--- src/rtl/cmd_proc_gen_if.sv ---
// Host-side command/response bus of the knight command processor.
interface cmd_proc_gen_if;
    logic [15:0] cmd;
    logic        cmd_rdy;
    logic        clr_cmd_rdy;
    logic        send_resp;
    logic        resp_err;

    modport master (
        output cmd,
        output cmd_rdy,
        input  clr_cmd_rdy,
        input  send_resp,
        input  resp_err
    );

    modport slave (
        input  cmd,
        input  cmd_rdy,
        output clr_cmd_rdy,
        output send_resp,
        output resp_err
    );
endinterface

--- src/rtl/cmd_proc_gen.sv ---
// Knight command processor: decodes host commands, aligns heading, ramps
// forward speed and counts squares crossed on the centre line.
module cmd_proc_gen #(
    parameter bit          FAST_SIM = 1'b1,
    parameter int unsigned HDG_W    = 12,
    parameter int unsigned FRWRD_W  = 10,
    parameter int unsigned SQ_W     = 4,
    parameter int unsigned HDG_TOL  = 'h030
) (
    input  logic                    clk,
    input  logic                    rst,
    cmd_proc_gen_if.slave           host,
    input  logic signed [HDG_W-1:0] heading,
    input  logic                    heading_rdy,
    input  logic                    cal_done,
    input  logic                    lftIR,
    input  logic                    cntrIR,
    input  logic                    rghtIR,
    output logic                    strt_cal,
    output logic                    tour_go,
    output logic                    moving,
    output logic                    fanfare_go,
    output logic [FRWRD_W-1:0]      frwrd,
    output logic signed [HDG_W-1:0] error
);
    localparam int unsigned INC   = FAST_SIM ? 32 : 4;
    localparam int unsigned DEC   = 2 * INC;
    localparam int unsigned NUDGE = FAST_SIM ? 'h1FF : 'h05F;
    localparam int unsigned EXT_W = FRWRD_W + 8;
    localparam int unsigned LOW_W = HDG_W - 8;

    localparam logic [3:0] OP_CAL     = 4'h0;
    localparam logic [3:0] OP_MOVE    = 4'h2;
    localparam logic [3:0] OP_MOVE_FF = 4'h3;
    localparam logic [3:0] OP_TOUR    = 4'h4;
    localparam logic [3:0] OP_STOP    = 4'hF;

    localparam logic [EXT_W-1:0] FRWRD_MAX = {8'h00, {FRWRD_W{1'b1}}};

    typedef enum logic [2:0] {IDLE, CAL, HEAD, RAMP_UP, RAMP_DN} state_t;

    state_t             state_q, state_d;
    logic [HDG_W-1:0]   desired_q;
    logic [SQ_W-1:0]    sq_cmd_q, sq_count_q;
    logic               ff_q, cir_q;

    logic [3:0]         opcode;
    logic               abort, latch_move, aligned, cir_rise;
    logic [HDG_W-1:0]   hdg_diff, hdg_mag, nudge;
    logic [EXT_W-1:0]   frwrd_ext, frwrd_sum, frwrd_inc, frwrd_dec;
    logic               clr_d, strt_cal_d, tour_go_d, fanfare_go_d, send_resp_d, resp_err_d;

    assign opcode   = host.cmd[15:12];
    assign hdg_diff = $unsigned(heading) - desired_q;
    assign hdg_mag  = hdg_diff[HDG_W-1] ? HDG_W'(-hdg_diff) : hdg_diff;
    assign aligned  = hdg_mag < HDG_W'(HDG_TOL);
    assign cir_rise = cntrIR & ~cir_q;
    assign abort    = ((state_q == HEAD) || (state_q == RAMP_UP)) && host.cmd_rdy && (opcode == OP_STOP);

    // Saturating ramp-up and floored ramp-down, computed in a widened domain
    assign frwrd_ext = EXT_W'(frwrd);
    assign frwrd_sum = frwrd_ext + EXT_W'(INC);
    assign frwrd_inc = (frwrd_sum > FRWRD_MAX) ? FRWRD_MAX : frwrd_sum;
    assign frwrd_dec = (frwrd_ext < EXT_W'(DEC)) ? '0 : frwrd_ext - EXT_W'(DEC);

    always_comb begin
        nudge = '0;
        if (moving && lftIR && !rghtIR)
            nudge = HDG_W'(NUDGE);
        else if (moving && rghtIR && !lftIR)
            nudge = HDG_W'(0) - HDG_W'(NUDGE);
    end

    assign error = $unsigned(heading) - desired_q + nudge;

    always_ff @(posedge clk) begin
        if (rst) state_q <= IDLE;
        else     state_q <= state_d;
    end

    always_comb begin
        state_d = state_q;
        case (state_q)
            IDLE: begin
                if (host.cmd_rdy) begin
                    if (opcode == OP_CAL)
                        state_d = CAL;
                    else if ((opcode == OP_MOVE) || (opcode == OP_MOVE_FF))
                        state_d = HEAD;
                end
            end
            CAL:     if (cal_done) state_d = IDLE;
            HEAD: begin
                if (abort)        state_d = RAMP_DN;
                else if (aligned) state_d = (sq_cmd_q == '0) ? RAMP_DN : RAMP_UP;
            end
            RAMP_UP: if (abort || (sq_count_q == sq_cmd_q)) state_d = RAMP_DN;
            RAMP_DN: if (frwrd == '0) state_d = IDLE;
            default: state_d = IDLE;
        endcase
    end

    always_comb begin
        clr_d        = 1'b0;
        strt_cal_d   = 1'b0;
        tour_go_d    = 1'b0;
        fanfare_go_d = 1'b0;
        send_resp_d  = 1'b0;
        resp_err_d   = 1'b0;
        latch_move   = 1'b0;
        case (state_q)
            IDLE: begin
                if (host.cmd_rdy) begin
                    clr_d = 1'b1;
                    case (opcode)
                        OP_CAL:              strt_cal_d  = 1'b1;
                        OP_MOVE, OP_MOVE_FF: latch_move  = 1'b1;
                        OP_TOUR:             tour_go_d   = 1'b1;
                        OP_STOP:             send_resp_d = 1'b1;
                        default: begin
                            send_resp_d = 1'b1;
                            resp_err_d  = 1'b1;
                        end
                    endcase
                end
            end
            CAL:           if (cal_done) send_resp_d = 1'b1;
            HEAD, RAMP_UP: if (abort) clr_d = 1'b1;
            RAMP_DN: begin
                if (frwrd == '0) begin
                    send_resp_d  = 1'b1;
                    fanfare_go_d = ff_q;
                end
            end
            default: ;
        endcase
    end

    always_ff @(posedge clk) begin
        if (rst) begin
            host.clr_cmd_rdy <= 1'b0;
            host.send_resp   <= 1'b0;
            host.resp_err    <= 1'b0;
            strt_cal         <= 1'b0;
            tour_go          <= 1'b0;
            fanfare_go       <= 1'b0;
            moving           <= 1'b0;
            cir_q            <= 1'b0;
            desired_q        <= '0;
            sq_cmd_q         <= '0;
            sq_count_q       <= '0;
            ff_q             <= 1'b0;
        end else begin
            host.clr_cmd_rdy <= clr_d;
            host.send_resp   <= send_resp_d;
            host.resp_err    <= resp_err_d;
            strt_cal         <= strt_cal_d;
            tour_go          <= tour_go_d;
            fanfare_go       <= fanfare_go_d;
            moving           <= (state_d == HEAD) || (state_d == RAMP_UP) || (state_d == RAMP_DN);
            cir_q            <= cntrIR;
            if (latch_move) begin
                desired_q  <= (host.cmd[11:4] == 8'h00) ? '0 : {host.cmd[11:4], {LOW_W{1'b1}}};
                sq_cmd_q   <= host.cmd[SQ_W-1:0];
                ff_q       <= opcode[0];
                sq_count_q <= '0;
            end else if ((state_q == RAMP_UP) && cir_rise) begin
                sq_count_q <= sq_count_q + SQ_W'(1);
            end
            if (abort) ff_q <= 1'b0;
        end
    end

    // Speed moves only on heading samples while ramping; parked otherwise
    always_ff @(posedge clk) begin
        if (rst) begin
            frwrd <= '0;
        end else if (state_q == RAMP_UP) begin
            if (heading_rdy && (frwrd[FRWRD_W-1 -: 2] != 2'b11))
                frwrd <= FRWRD_W'(frwrd_inc);
        end else if (state_q == RAMP_DN) begin
            if (heading_rdy)
                frwrd <= FRWRD_W'(frwrd_dec);
        end else begin
            frwrd <= '0;
        end
    end
endmodule
--- src/flat_wrapper.sv ---
// flat-port wrapper written by rule: the top's interface ports become plain ports
module cmd_proc_gen_flat 
#(
    parameter bit          FAST_SIM = 1'b1,
    parameter int unsigned HDG_W    = 12,
    parameter int unsigned FRWRD_W  = 10,
    parameter int unsigned SQ_W     = 4,
    parameter int unsigned HDG_TOL  = 'h030
)
  (clk, rst, heading, heading_rdy, cal_done, lftIR, cntrIR, rghtIR, strt_cal, tour_go, moving, fanfare_go, frwrd, error, host_cmd, host_cmd_rdy, host_clr_cmd_rdy, host_send_resp, host_resp_err);
  cmd_proc_gen_if host_i ();
  input  logic clk;
  input  logic rst;
  input  logic signed [HDG_W-1:0] heading;
  input  logic heading_rdy;
  input  logic cal_done;
  input  logic lftIR;
  input  logic cntrIR;
  input  logic rghtIR;
  output logic strt_cal;
  output logic tour_go;
  output logic moving;
  output logic fanfare_go;
  output logic [FRWRD_W-1:0] frwrd;
  output logic signed [HDG_W-1:0] error;
  input wire logic [$bits(host_i.cmd)-1:0] host_cmd;
  input wire logic [$bits(host_i.cmd_rdy)-1:0] host_cmd_rdy;
  output wire logic [$bits(host_i.clr_cmd_rdy)-1:0] host_clr_cmd_rdy;
  output wire logic [$bits(host_i.send_resp)-1:0] host_send_resp;
  output wire logic [$bits(host_i.resp_err)-1:0] host_resp_err;
  assign host_i.cmd = host_cmd;
  assign host_i.cmd_rdy = host_cmd_rdy;
  assign host_clr_cmd_rdy = host_i.clr_cmd_rdy;
  assign host_send_resp = host_i.send_resp;
  assign host_resp_err = host_i.resp_err;
  cmd_proc_gen #(.FAST_SIM(FAST_SIM), .HDG_W(HDG_W), .FRWRD_W(FRWRD_W), .SQ_W(SQ_W), .HDG_TOL(HDG_TOL)) u_core (.clk(clk), .rst(rst), .host(host_i), .heading(heading), .heading_rdy(heading_rdy), .cal_done(cal_done), .lftIR(lftIR), .cntrIR(cntrIR), .rghtIR(rghtIR), .strt_cal(strt_cal), .tour_go(tour_go), .moving(moving), .fanfare_go(fanfare_go), .frwrd(frwrd), .error(error));
endmodule
--- config.mk ---
export PLATFORM = sky130hd
export DESIGN_NAME = cmd_proc_gen_flat
export DESIGN_NICKNAME = d
export VERILOG_FILES = /design/src/rtl/cmd_proc_gen_if.sv /design/src/rtl/cmd_proc_gen.sv /design/src/flat_wrapper.sv
export SDC_FILE = /design/constraint.sdc
export NUM_CORES = 1
export LEC_CHECK = 0
export BUFFER_PORTS_ARGS = -buffer_cell sky130_fd_sc_hd__buf_2
export CORE_MARGIN = 10
export CORE_UTILIZATION = 25
export CTS_CLUSTER_DIAMETER = 50
export DETAILED_ROUTE_END_ITERATION = 7
export PLACE_DENSITY_LB_ADDON = 0.05
export SKIP_LAST_GASP = 1
export SYNTH_ARGS = -nofsm -noshare
export SYNTH_HDL_FRONTEND = slang
export SYNTH_SLANG_ARGS = --single-unit
--- constraint.sdc ---
create_clock -name clk -period 6.9 [get_ports clk]
set_input_delay 1.035 -clock clk [delete_from_list [all_inputs] [get_ports clk]]
set_output_delay 1.035 -clock clk [all_outputs]
set_load 0.1 [all_outputs]
==> run summary, run 1 <==
Die X -> 127.3 um
TritonCTS clock tree -> built
PwrDens -> 204.9 nW/um^2
Clk sinks -> 35
Final worst setup slack -> 1.514 ns
Final setup fails -> 0
Vias/cell -> 4.679
CTS H-tree lvls -> 2
CP max FO -> 3
Hold_buf cts -> 0
WP data arrival -> 4.35 ns
DRC -> 0
Pre-CTS WS -> 1.522 ns
Synth area leaders -> dfxtp_1 (24%), ha_1 (12%), xnor2_1 (7.9%)
Post-CTS Setup Inserts -> 0
Worst vdd ir -> 0.1489 mV
Hold Fails Final Rpt -> 0
Crit path launch type -> input pin
Yosys top cell by area -> dfxtp_1
Fmax achieved -> 185.7 MHz
Total negative slack -> 0 ns
Clock slew at reported path FFs -> 0.05 ns
Register area share after synthesis -> 24.34%
Final HPWL DP -> 6.782 mm
Layout cells sized above 1 -> 19.20%
Diodes inserted -> 0
Share of flip-flops with an asynchronous set or reset -> 0%
Crit. End Element -> primary output
Antenna viol nets, final -> 0
Crit path max-delay cell type -> fa_1
Die height -> 127.3 um
Slew at the pin closest to its max-slew limit -> 0.7666 ns
Avg WL per Cell -> 14.79 um
Core Box Area -> 11,370 sq um
Unrepaired setup endpoints after global routing -> false
Via Count -> 2,667
First drt pass iteration count -> 6
Syn. warnings -> 0
Most common cell after layout, fill and taps aside -> buf_2
Yosys top cell area share -> 24.34%
Clock Tree Root -> clkbuf_16
Inst Count DP -> 562
Starting Density -> 25.32%
Top cell family by delay on the critical path -> compound AO/OA/AOI/OAI gates
Clk_lat worst skew -> 0.28 ns
Hold Crit Class -> register to register
Tmin final -> 5.386 ns
Seq cells post-synth -> 35
Leak -> 1.497 nW
Drt total wl -> 8.431 mm
Pin count of the biggest net entering global routing -> 32
Number of port buffers -> 64
Syn Nets -> 436
Final hold slack -> 0.4548 ns
Synth unique cells -> 55
Syn Area/Cell -> 7.781 sq um
# IOs -> 65
Status -> finished, final reports clean
Buf+Inv Stages, Crit Path -> 4
Synth Cell Area -> 2879 sq um
Area grow syn2layout -> 19.99%
First-pass GRT wire length -> 14.10 mm
CP Cell Sequence -> buf_2 > inv_1 > ha_1 > inv_1 > fa_1 > ha_1 > a21o_1 > a21oi_1 > o21bai_1 > a211o_1 > a31oi_1 > nor2b_1 > o21ai_0 > nor2b_1 > xnor2_1 > buf_2
Full die area -> 16,210 sq um
Buffer levels on the longest clock path -> 2
Post-synthesis cell count -> 370
Post-synth EDFFs -> 0
Slew headroom -> 48.89%
Post_cts resized -> 0
Most frequent cells in the layout -> buf_2 (64), nand2_1 (40), a21oi_1 (40), dfxtp_1 (35), inv_1 (30)
Final Max Tran Viols -> 0
Number of max-cap violations -> 0
Fillers -> 1,238
Initial antenna violation count -> 0
Critical path required time -> 5.86 ns
Post-synth top flop -> dfxtp_1
Clock Skew -> 0.005790 ns
Num CTS Buffers -> 5
Site Rows -> 39
Overflow after GRT -> 0
DR iter-0 viols -> 107
Kind of critical path -> input pin to primary output
Max stage delay on crit path -> 0.56 ns
Final period utilization -> 78.06%
Final std cells w/o fill -> 570
Gpl congestion -> 0.7756
Vias in the first global route -> 2,740
Tot GR Track Use -> 10.42%
Nets@finish -> 492
==> cells by family (layout without fill, tap and decap cells) <==
kind of cell	Yosys count	in the layout	synth area share (%)
and+or+nand+nor	130	130	22.25
AOI/OAI and AO/OA	91	91	21.08
buffers and inverters	45	102	6.693
DFF	35	35	24.34
xor gates and xnor gates	34	34	10.34
adders and majority gates	31	31	13.91
muxes	4	4	1.391
==> worst reg2reg max path, stage by stage, from the launching register on <==
cell and delay (ns):
dfxtp_1 0.40, ha_1 0.19, inv_1 0.05, fa_1 0.39, a21o_1 0.21, a21oi_2 0.21
nor2_1 0.07, or3_2 0.47, a311o_1 0.38, nor4_4 0.17, mux2i_1 0.16, o41a_1 0.38
o31ai_2 0.21
==> layout make-up <==
type,count,area [sq um],area share (%)
timing repair buffer,64,320.3,9.272
tap,143,178.9,5.179
inverter,30,112.6,3.260
sequential,35,700.7,20.28
clock buffer,8,156.4,4.527
multi-input combinational,290,1986,57.48
==> metrics by stage <==
step | utilization, % | total power, mW | area (sq um)
final | 30.38 | 0.7079 | 3455
after global routing | 30.38 | 0.7445 | 3455
after CTS | 30.38 | 0.7212 | 3455
after detailed placement | 29.01 | 0.4777 | 3298
after global placement | 29.01 | 0.4791 | 3298
after floorplan | - | 0.4236 | 2879
==> power by group <==
group / switching, mW / total, mW / internal, mW
Combinational: 0.194 / 0.261 / 0.0671
Sequential: 0.00265 / 0.209 / 0.206
Clock: 0.0842 / 0.238 / 0.154
Total: 0.281 / 0.708 / 0.427
==> path summary, 6_finish.rpt <==
kind	from	to	slack [ns]	cells past startpoint
max	heading[0]	error[9]	1.51	16
max reg2reg	u_core.desired_q[3]	u_core.moving	3.53	12
min reg2reg	u_core.desired_q[4]	u_core.desired_q[4]	0.45	2
min	u_core.desired_q[4]	u_core.desired_q[4]	0.45	2
==> state kept, by name, indices dropped and copies added, names as in the netlist <==
| signal | cells |
|---|---|
| u_core.desired_q | 9 |
| u_core.frwrd | 6 |
| u_core.sq_cmd_q | 4 |
| u_core.sq_count_q | 4 |
| u_core.state_q | 3 |
| u_core.cir_q | 1 |
| u_core.fanfare_go | 1 |
| u_core.ff_q | 1 |
| u_core.host.clr_cmd_rdy | 1 |
| u_core.host.resp_err | 1 |
| u_core.host.send_resp | 1 |
| u_core.moving | 1 |
| u_core.strt_cal | 1 |
| u_core.tour_go | 1 |
==> layer usage <==
layer  part of all wire (%)  track usage [%]
met2                     48            17.68
met1                     47            12.77
met3                    4.3            2.605
met4                    1.1            2.813
met5                      0                0
==> synth_stat cells (all sizes together) (2+ instances only) <==
cell / n
a21oi: 41
nand2: 40
dfxtp: 35
inv: 30
nor2: 29
ha: 28
xnor2: 26
nor3: 17
o21ai: 12
nand3: 9
clkbuf: 8
xor2: 8
buf: 7
a21o: 6
and2: 6
a31oi: 5
nor2b: 5
a211oi: 4
and3: 4
mux2i: 4
nand2b: 4
o21bai: 4
nand4: 3
nor4: 3
o41a: 3
or2: 3
fa: 2
nor3b: 2
o22ai: 2
(Power assumes the default switching activity.)
==> run 2, diff against run 1 <==
--- a/config.mk
+++ b/config.mk
@@ -5,6 +5,7 @@
 export SDC_FILE = /design/constraint.sdc
 export NUM_CORES = 1
 export LEC_CHECK = 0
+export ABC_AREA = 1
 export BUFFER_PORTS_ARGS = -buffer_cell sky130_fd_sc_hd__buf_2
 export CORE_MARGIN = 10
 export CORE_UTILIZATION = 25
==> constraint.sdc (replaced) <==
create_clock -name clk -period 5.2 [get_ports clk]
set_input_delay 0.78 -clock clk [delete_from_list [all_inputs] [get_ports clk]]
set_output_delay 0.78 -clock clk [all_outputs]
set_load 0.1 [all_outputs]
==> run 2 against run 1 <==
  * Sequential cell count unchanged
  * Power is 30% higher
  * Synthesized cell count up 29%
  * Highest routed layer unchanged
==> run summary, run 2 <==
Yosys top cell area share -> 23.13% (-1.2 points)
Starting Density -> 25.32% (about the same)
Fmax achieved -> 211.0 MHz
Final Max Tran Viols -> 0 (unchanged)
Share of flip-flops with an asynchronous set or reset -> 0% (unchanged)
Gpl congestion -> 0.7880 (+1.6%)
Tot GR Track Use -> 10.60% (+0.17 points)
Seq cells post-synth -> 35 (unchanged)
CTS H-tree lvls -> 2 (unchanged)
# IOs -> 65 (unchanged)
Synth area leaders -> dfxtp_1 (23%), nand2_1 (14%), ha_1 (12%)
Grt met1 use -> 12.61% (-0.15 points)
Full die area -> 16,920 sq um (+4.4%)
Layout cells sized above 1 -> 16.36% (-2.8 points)
Post-CTS Setup Inserts -> 0 (unchanged)
Die X -> 130.1 um (+2.2%)
CP max FO -> 4 (+1)
Crit path launch type -> input pin
DRC -> 0 (unchanged)
Initial antenna violation count -> 0 (unchanged)
Drt total wl -> 8.796 mm (+4.3%)
Most frequent cell after synthesis -> nand2_1
Antenna viol nets, final -> 0 (unchanged)
Largest register FFs -> 9 (unchanged)
Clock Tree Root -> clkbuf_16
Met2 GRT Util -> 18.44% (+0.76 points)
Clk sinks -> 35 (unchanged)
First drt pass iteration count -> 4 (-2)
Post-synth top flop -> dfxtp_1
First-pass GRT wire length -> 14.41 mm (+2.2%)
Syn Nets -> 542 (+24%)
Clock slew at reported path FFs -> 0.06 ns (about the same)
Post-synth EDFFs -> 0 (unchanged)
Number of max-cap violations -> 0 (unchanged)
DR iter-0 viols -> 107 (unchanged)
Final period utilization -> 91.14%
Most flop-heavy register -> u_core.desired_q
PwrDens -> 253.1 nW/um^2 (+24%)
Met3 Use GR -> 2.191% (-0.41 points)
Vias/cell -> 4.435 (-5.2%)
Number of port buffers -> 64 (unchanged)
Post_cts resized -> 0 (unchanged)
Syn Area/Cell -> 6.364 sq um (-18%)
Critical path required time -> 4.42 ns (-1.44 ns)
Area grow syn2layout -> 19.74%
Avg WL per Cell -> 12.84 um (-13%)
Hold Crit Class -> register to register
Synth unique cells -> 36 (-35%)
Die height -> 130.1 um (+2.2%)
Final worst setup slack -> 0.4609 ns (-1.053 ns)
Most common cell after layout, fill and taps aside -> nand2_1
Nets@finish -> 603 (+23%)
Synth Cell Area -> 3029 sq um (+5.2%)
Most frequent cells in the layout -> nand2_1 (112), inv_1 (77), buf_2 (63), nor2_1 (49), dfxtp_1 (35)
Site Rows -> 40 (+2.6%)
Slew at the pin closest to its max-slew limit -> 0.7144 ns (-0.05221 ns)
WP data arrival -> 3.96 ns (-0.39 ns)
Slew headroom -> 52.20% (+3.3 points)
Diodes inserted -> 0 (unchanged)
Total negative slack -> 0 ns (unchanged)
Unrepaired setup endpoints after global routing -> false
Buffer levels on the longest clock path -> 2 (unchanged)
Num CTS Buffers -> 5 (unchanged)
Via Count -> 3,038 (+14%)
Core Box Area -> 11,960 sq um (+5.2%)
Synth top cells by count -> nand2_1 (112), inv_1 (77), nor2_1 (49)
Fillers -> 1,344 (+8.6%)
Clk_lat worst skew -> 0.28 ns (about the same)
Final setup fails -> 0 (unchanged)
Pin count of the biggest net entering global routing -> 22 (-31%)
Hold_buf cts -> 0 (unchanged)
Post-synthesis cell count -> 476 (+29%)
Overflow after GRT -> 0 (unchanged)
Kind of critical path -> input pin to primary output
Vias in the first global route -> 3,063 (+12%)
Tmin final -> 4.739 ns
TritonCTS clock tree -> built
Syn. warnings -> 0 (unchanged)
Hold Fails Final Rpt -> 0 (unchanged)
Leak -> 1.951 nW (+30%)
Pre-CTS WS -> 0.3566 ns (-1.165 ns)
Crit. End Element -> primary output
Status -> finished, final reports clean
Final HPWL DP -> 7.370 mm (+8.7%)
Register area share after synthesis -> 23.13% (-1.2 points)
Busiest layer in global routing -> met2
Biggest regs -> u_core.desired_q x9, u_core.frwrd x6
Yosys top cell by area -> dfxtp_1
Worst vdd ir -> 0.1005 mV (-33%)
Clock Skew -> 0.009142 ns (+0.003352 ns)
[run 2: cell count changes in the layout (fill, tap and decap cells not counted), moves of 8 or more]
cell,previous run,this run
xor2_1,8,16
nand2_1,40,112
a21oi_1,40,30
inv_1,30,77
nand3_1,9,32
xnor2_1,26,5
nand2_2,0,8
nor2_1,29,49
o21ai_0,12,28
nor3_1,17,7
[run 2: critical path, stage by stage]
cell and delay (ns):
buf_2 0.10, inv_1 0.04, ha_1 0.14, inv_1 0.07, fa_1 0.42, nand3_1 0.11
nand3_2 0.11, nand2_1 0.12, nand2_1 0.07, nand2_1 0.06, nand2_1 0.07, ha_1 0.33
a21oi_1 0.15, o21ai_0 0.09, a21oi_1 0.19, inv_1 0.06, a21oi_1 0.13, o21bai_1 0.10
nand2_1 0.07, nand2_1 0.05, a21oi_1 0.21, xor2_2 0.14, clkbuf_4 0.34
[run 2: final timing paths]
kind / startpoint / end / slack [ns] / cells after the start
worst max-delay path: heading[0] / error[11] / 0.46 / 23
worst min-delay path: u_core.desired_q[6] / u_core.desired_q[6] / 0.46 / 2
worst max register to register: u_core.desired_q[3] / u_core.moving / 2.64 / 18
worst min register to register: u_core.desired_q[6] / u_core.desired_q[6] / 0.46 / 2
[run 2: stage by stage]
stage	cells	utilization, %	total power [mW]	instance area, sq um	hold WS (ns)
finish	685	30.32	0.9181	3627	0.4610
detailed placement	677	29.15	0.6339	3487	0.4563
global route	685	30.32	0.9748	3627	0.4993
floorplan	476	-	0.5600	3037	0.4331
global placement	677	29.15	0.6340	3487	0.4513
CTS	685	30.30	0.9361	3625	0.4642
[run 2: cell families after synthesis]
| group | Yosys count | synth area share [%] |
|---|---|---|
| and+or+nand+nor | 231 | 33.37 |
| buffers and inverters | 88 | 11.44 |
| AOI/OAI and AO/OA | 69 | 12.27 |
| DFF | 35 | 23.13 |
| adders and majority gates | 30 | 12.89 |
| xor gates and xnor gates | 23 | 6.898 |
[run 2: power by group]
part           switching, mW  internal, mW  leakage (nW)
registers            0.00389         0.275         0.284
clock network          0.117         0.177        0.0679
logic                  0.263        0.0816          1.60
[run 2: layer usage]
| metal | vias to the layer above | wire length, um |
|---|---|---|
| met5 | - | 0 |
| met3 | 7 | 286 |
| li1 | 1645 | - |
| met1 | 1351 | 4129 |
| met4 | 0 | 123 |
| met2 | 35 | 4257 |
[run 2: final cells by class]
cell class              count  area [sq um]  share of cell area [%]
multi-input cells         353          1989                   54.85
clock inverters             1         5.005                  0.1380
well taps                 147         183.9                   5.071
clock buffers               7         132.6                   3.656
inverters                  78         292.8                   8.072
repair buffers             64         322.8                   8.900
flip-flops and latches     35         700.7                   19.32
==> run 3, diff against run 2 <==
--- a/config.mk
+++ b/config.mk
@@ -8,7 +8,7 @@
 export ABC_AREA = 1
 export BUFFER_PORTS_ARGS = -buffer_cell sky130_fd_sc_hd__buf_2
 export CORE_MARGIN = 10
-export CORE_UTILIZATION = 25
+export CORE_UTILIZATION = 39
 export CTS_CLUSTER_DIAMETER = 50
 export DETAILED_ROUTE_END_ITERATION = 7
 export PLACE_DENSITY_LB_ADDON = 0.05
==> run 3 against run 2 <==
  * Worst hold slack about the same
  * Non-clock buffer count unchanged
  * Wire length is 10% lower
  * First-iteration DRC count grew 3.7%
  * Sequential share of layout area rose by 0.60 points
  * Design area fell by 3.0%
  * Via count is 0.26% lower
  * Die area is 31% lower
  * Critical path depth unchanged
  * Largest cell class unchanged
==> run summary, run 3 (synthesis results as in run 2) <==
Status -> finished, final reports clean
Worst vdd ir -> 0.1238 mV (+23%)
Core Box Area -> 7647 sq um (-36%)
Buffer levels on the longest clock path -> 2 (unchanged)
Nets@finish -> 603 (unchanged)
Final period utilization -> 92.49% (+1.3 points)
TritonCTS clock tree -> built
Final std cells w/o fill -> 639 (-6.7%)
Final HPWL DP -> 6.609 mm (-10%)
Inst Count DP -> 632 (-6.6%)
Die height -> 108.1 um (-17%)
Fillers -> 859 (-36%)
First drt pass iteration count -> 4 (unchanged)
Most common cell after layout, fill and taps aside -> nand2_1
Layout cells sized above 1 -> 16.57% (+0.22 points)
Tmin final -> 4.809 ns (+0.07019 ns)
Num CTS Buffers -> 5 (unchanged)
Most frequent cells in the layout -> nand2_1 (112), inv_1 (77), buf_2 (64), nor2_1 (49), dfxtp_1 (35)
Tot GR Track Use -> 13.65% (+3.1 points)
Number of port buffers -> 64 (unchanged)
Final Util -> 46.01% (+16 points)
Post_cts resized -> 0 (unchanged)
Hold wc startpoint -> u_core.desired_q[10]
Biggest regs -> u_core.desired_q x9, u_core.frwrd x6
Final hold slack -> 0.4615 ns (+0.0004540 ns)
Max stage delay on crit path -> 0.44 ns (+0.02 ns)
Site Rows -> 32 (-20%)
Full die area -> 11,690 sq um (-31%)
Slew at the pin closest to its max-slew limit -> 0.6184 ns (-0.09601 ns)
Kind of critical path -> input pin to primary output
DRC -> 0 (unchanged)
Diodes inserted -> 0 (unchanged)
Die X -> 108.1 um (-17%)
Total negative slack -> 0 ns (unchanged)
Total power -> 0.8191 mW (-11%)
Critical path required time -> 4.42 ns (about the same)
Crit. End Element -> primary output
Crit path launch -> heading[0]
Clock slew at reported path FFs -> 0.07 ns (about the same)
Crit path max-delay cell type -> buf_2
DR iter-0 viols -> 111 (+3.7%)
Most flop-heavy register -> u_core.desired_q
# IOs -> 65 (unchanged)
Via Count -> 3,030 (-0.26%)
Hold Fails Final Rpt -> 0 (unchanged)
Hold_buf cts -> 0 (unchanged)
Pin count of the biggest net entering global routing -> 22 (unchanged)
Vias in the first global route -> 2,920 (-4.7%)
R2r startpoint -> u_core.desired_q[3]
Unrepaired setup endpoints after global routing -> false
Crit path launch type -> input pin
Clk_lat worst skew -> 0.28 ns (about the same)
Number of max-cap violations -> 0 (unchanged)
Pre-CTS WS -> 0.3913 ns (+0.03474 ns)
Antenna viol nets, final -> 0 (unchanged)
CP Cell Sequence -> buf_2 > inv_1 > ha_1 > inv_1 > fa_1 > nand3_1 > nand3_2 > nand2_1 > nand2_1 > nand2_1 > nand2_1 > ha_1 > a21oi_1 > o21ai_0 > a21oi_1 > inv_1 > a21oi_1 > o21bai_1 > nand2_1 > nand2_1 > a21oi_1 > xor2_2 > buf_2
Finished layout cell area -> 3518 sq um (-3.0%)
Post-CTS Setup Inserts -> 0 (unchanged)
WP data arrival -> 4.03 ns (+0.07 ns)
Area grow syn2layout -> 16.15%
Clock Tree Root -> clkbuf_8
Buf+Inv Stages, Crit Path -> 5 (unchanged)
Initial antenna violation count -> 0 (unchanged)
First-pass GRT wire length -> 13.36 mm (-7.3%)
CP max FO -> 4 (unchanged)
Final setup fails -> 0 (unchanged)
Avg WL per Cell -> 12.32 um (-4.0%)
Largest register FFs -> 9 (unchanged)
Final worst setup slack -> 0.3907 ns (-0.07019 ns)
Placed Area -> 3431 sq um (-1.6%)
Clock Skew -> 0.005448 ns (-0.003694 ns)
Final Max Tran Viols -> 0 (unchanged)
PwrDens -> 232.8 nW/um^2 (-8.0%)
Drt total wl -> 7.875 mm (-10%)
Multi-input logic area -> 1989 sq um (unchanged)
Starting Density -> 39.61% (+14 points)
FF+latch area -> 700.7 sq um (unchanged)
Slew headroom -> 58.62% (+6.4 points)
Overflow after GRT -> 0 (unchanged)
Hold Crit Class -> register to register
Vias/cell -> 4.742 (+6.9%)
Clk sinks -> 35 (unchanged)
CTS H-tree lvls -> 2 (unchanged)
Leak -> 1.929 nW (-1.1%)
Top cell family by delay on the critical path -> adder cells
Gpl congestion -> 0.8698 (+10%)
Most used cell, CP -> nand2_1
Fmax achieved -> 207.9 MHz (-1.5%)
## run 3: cell type report
| cell class | instances | share of cell area [%] |
|---|---|---|
| clock buffers | 6 | 2.347 |
| flip-flops and latches | 35 | 19.91 |
| inverters | 78 | 8.321 |
| repair buffers | 64 | 9.104 |
| multi-input cells | 353 | 56.54 |
| clock inverters | 1 | 0.1422 |
| well taps | 102 | 3.627 |
## run 3: power breakdown
part / leakage (nW) / switching [mW] / internal [mW]
logic: 1.60 / 0.261 / 0.0809
registers: 0.284 / 0.00383 / 0.275
clock network: 0.0470 / 0.0946 / 0.104
## run 3: final timing paths
| kind | endpoint | slack, ns | depth (start not counted) |
|---|---|---|---|
| worst max-delay path | error[11] | 0.39 | 23 |
| worst min register to register | u_core.desired_q[10] | 0.46 | 2 |
| worst min-delay path | u_core.desired_q[10] | 0.46 | 2 |
| worst max register to register | u_core.moving | 2.69 | 18 |
## run 3: per-layer routing
metal  GRT usage [%]  vias to the layer above  share of wire [%]
li1                -                     1648                  -
met1           15.84                     1326                 44
met2           23.97                       47                 50
met3           3.331                        9                4.8
met4           4.485                        0                1.4
met5               0                        -                  0
## run 3: worst min-delay path, cell delays in order, from the launching register on
cell and delay (ns):
dfxtp_1 0.30, inv_1 0.06, a21oi_1 0.06
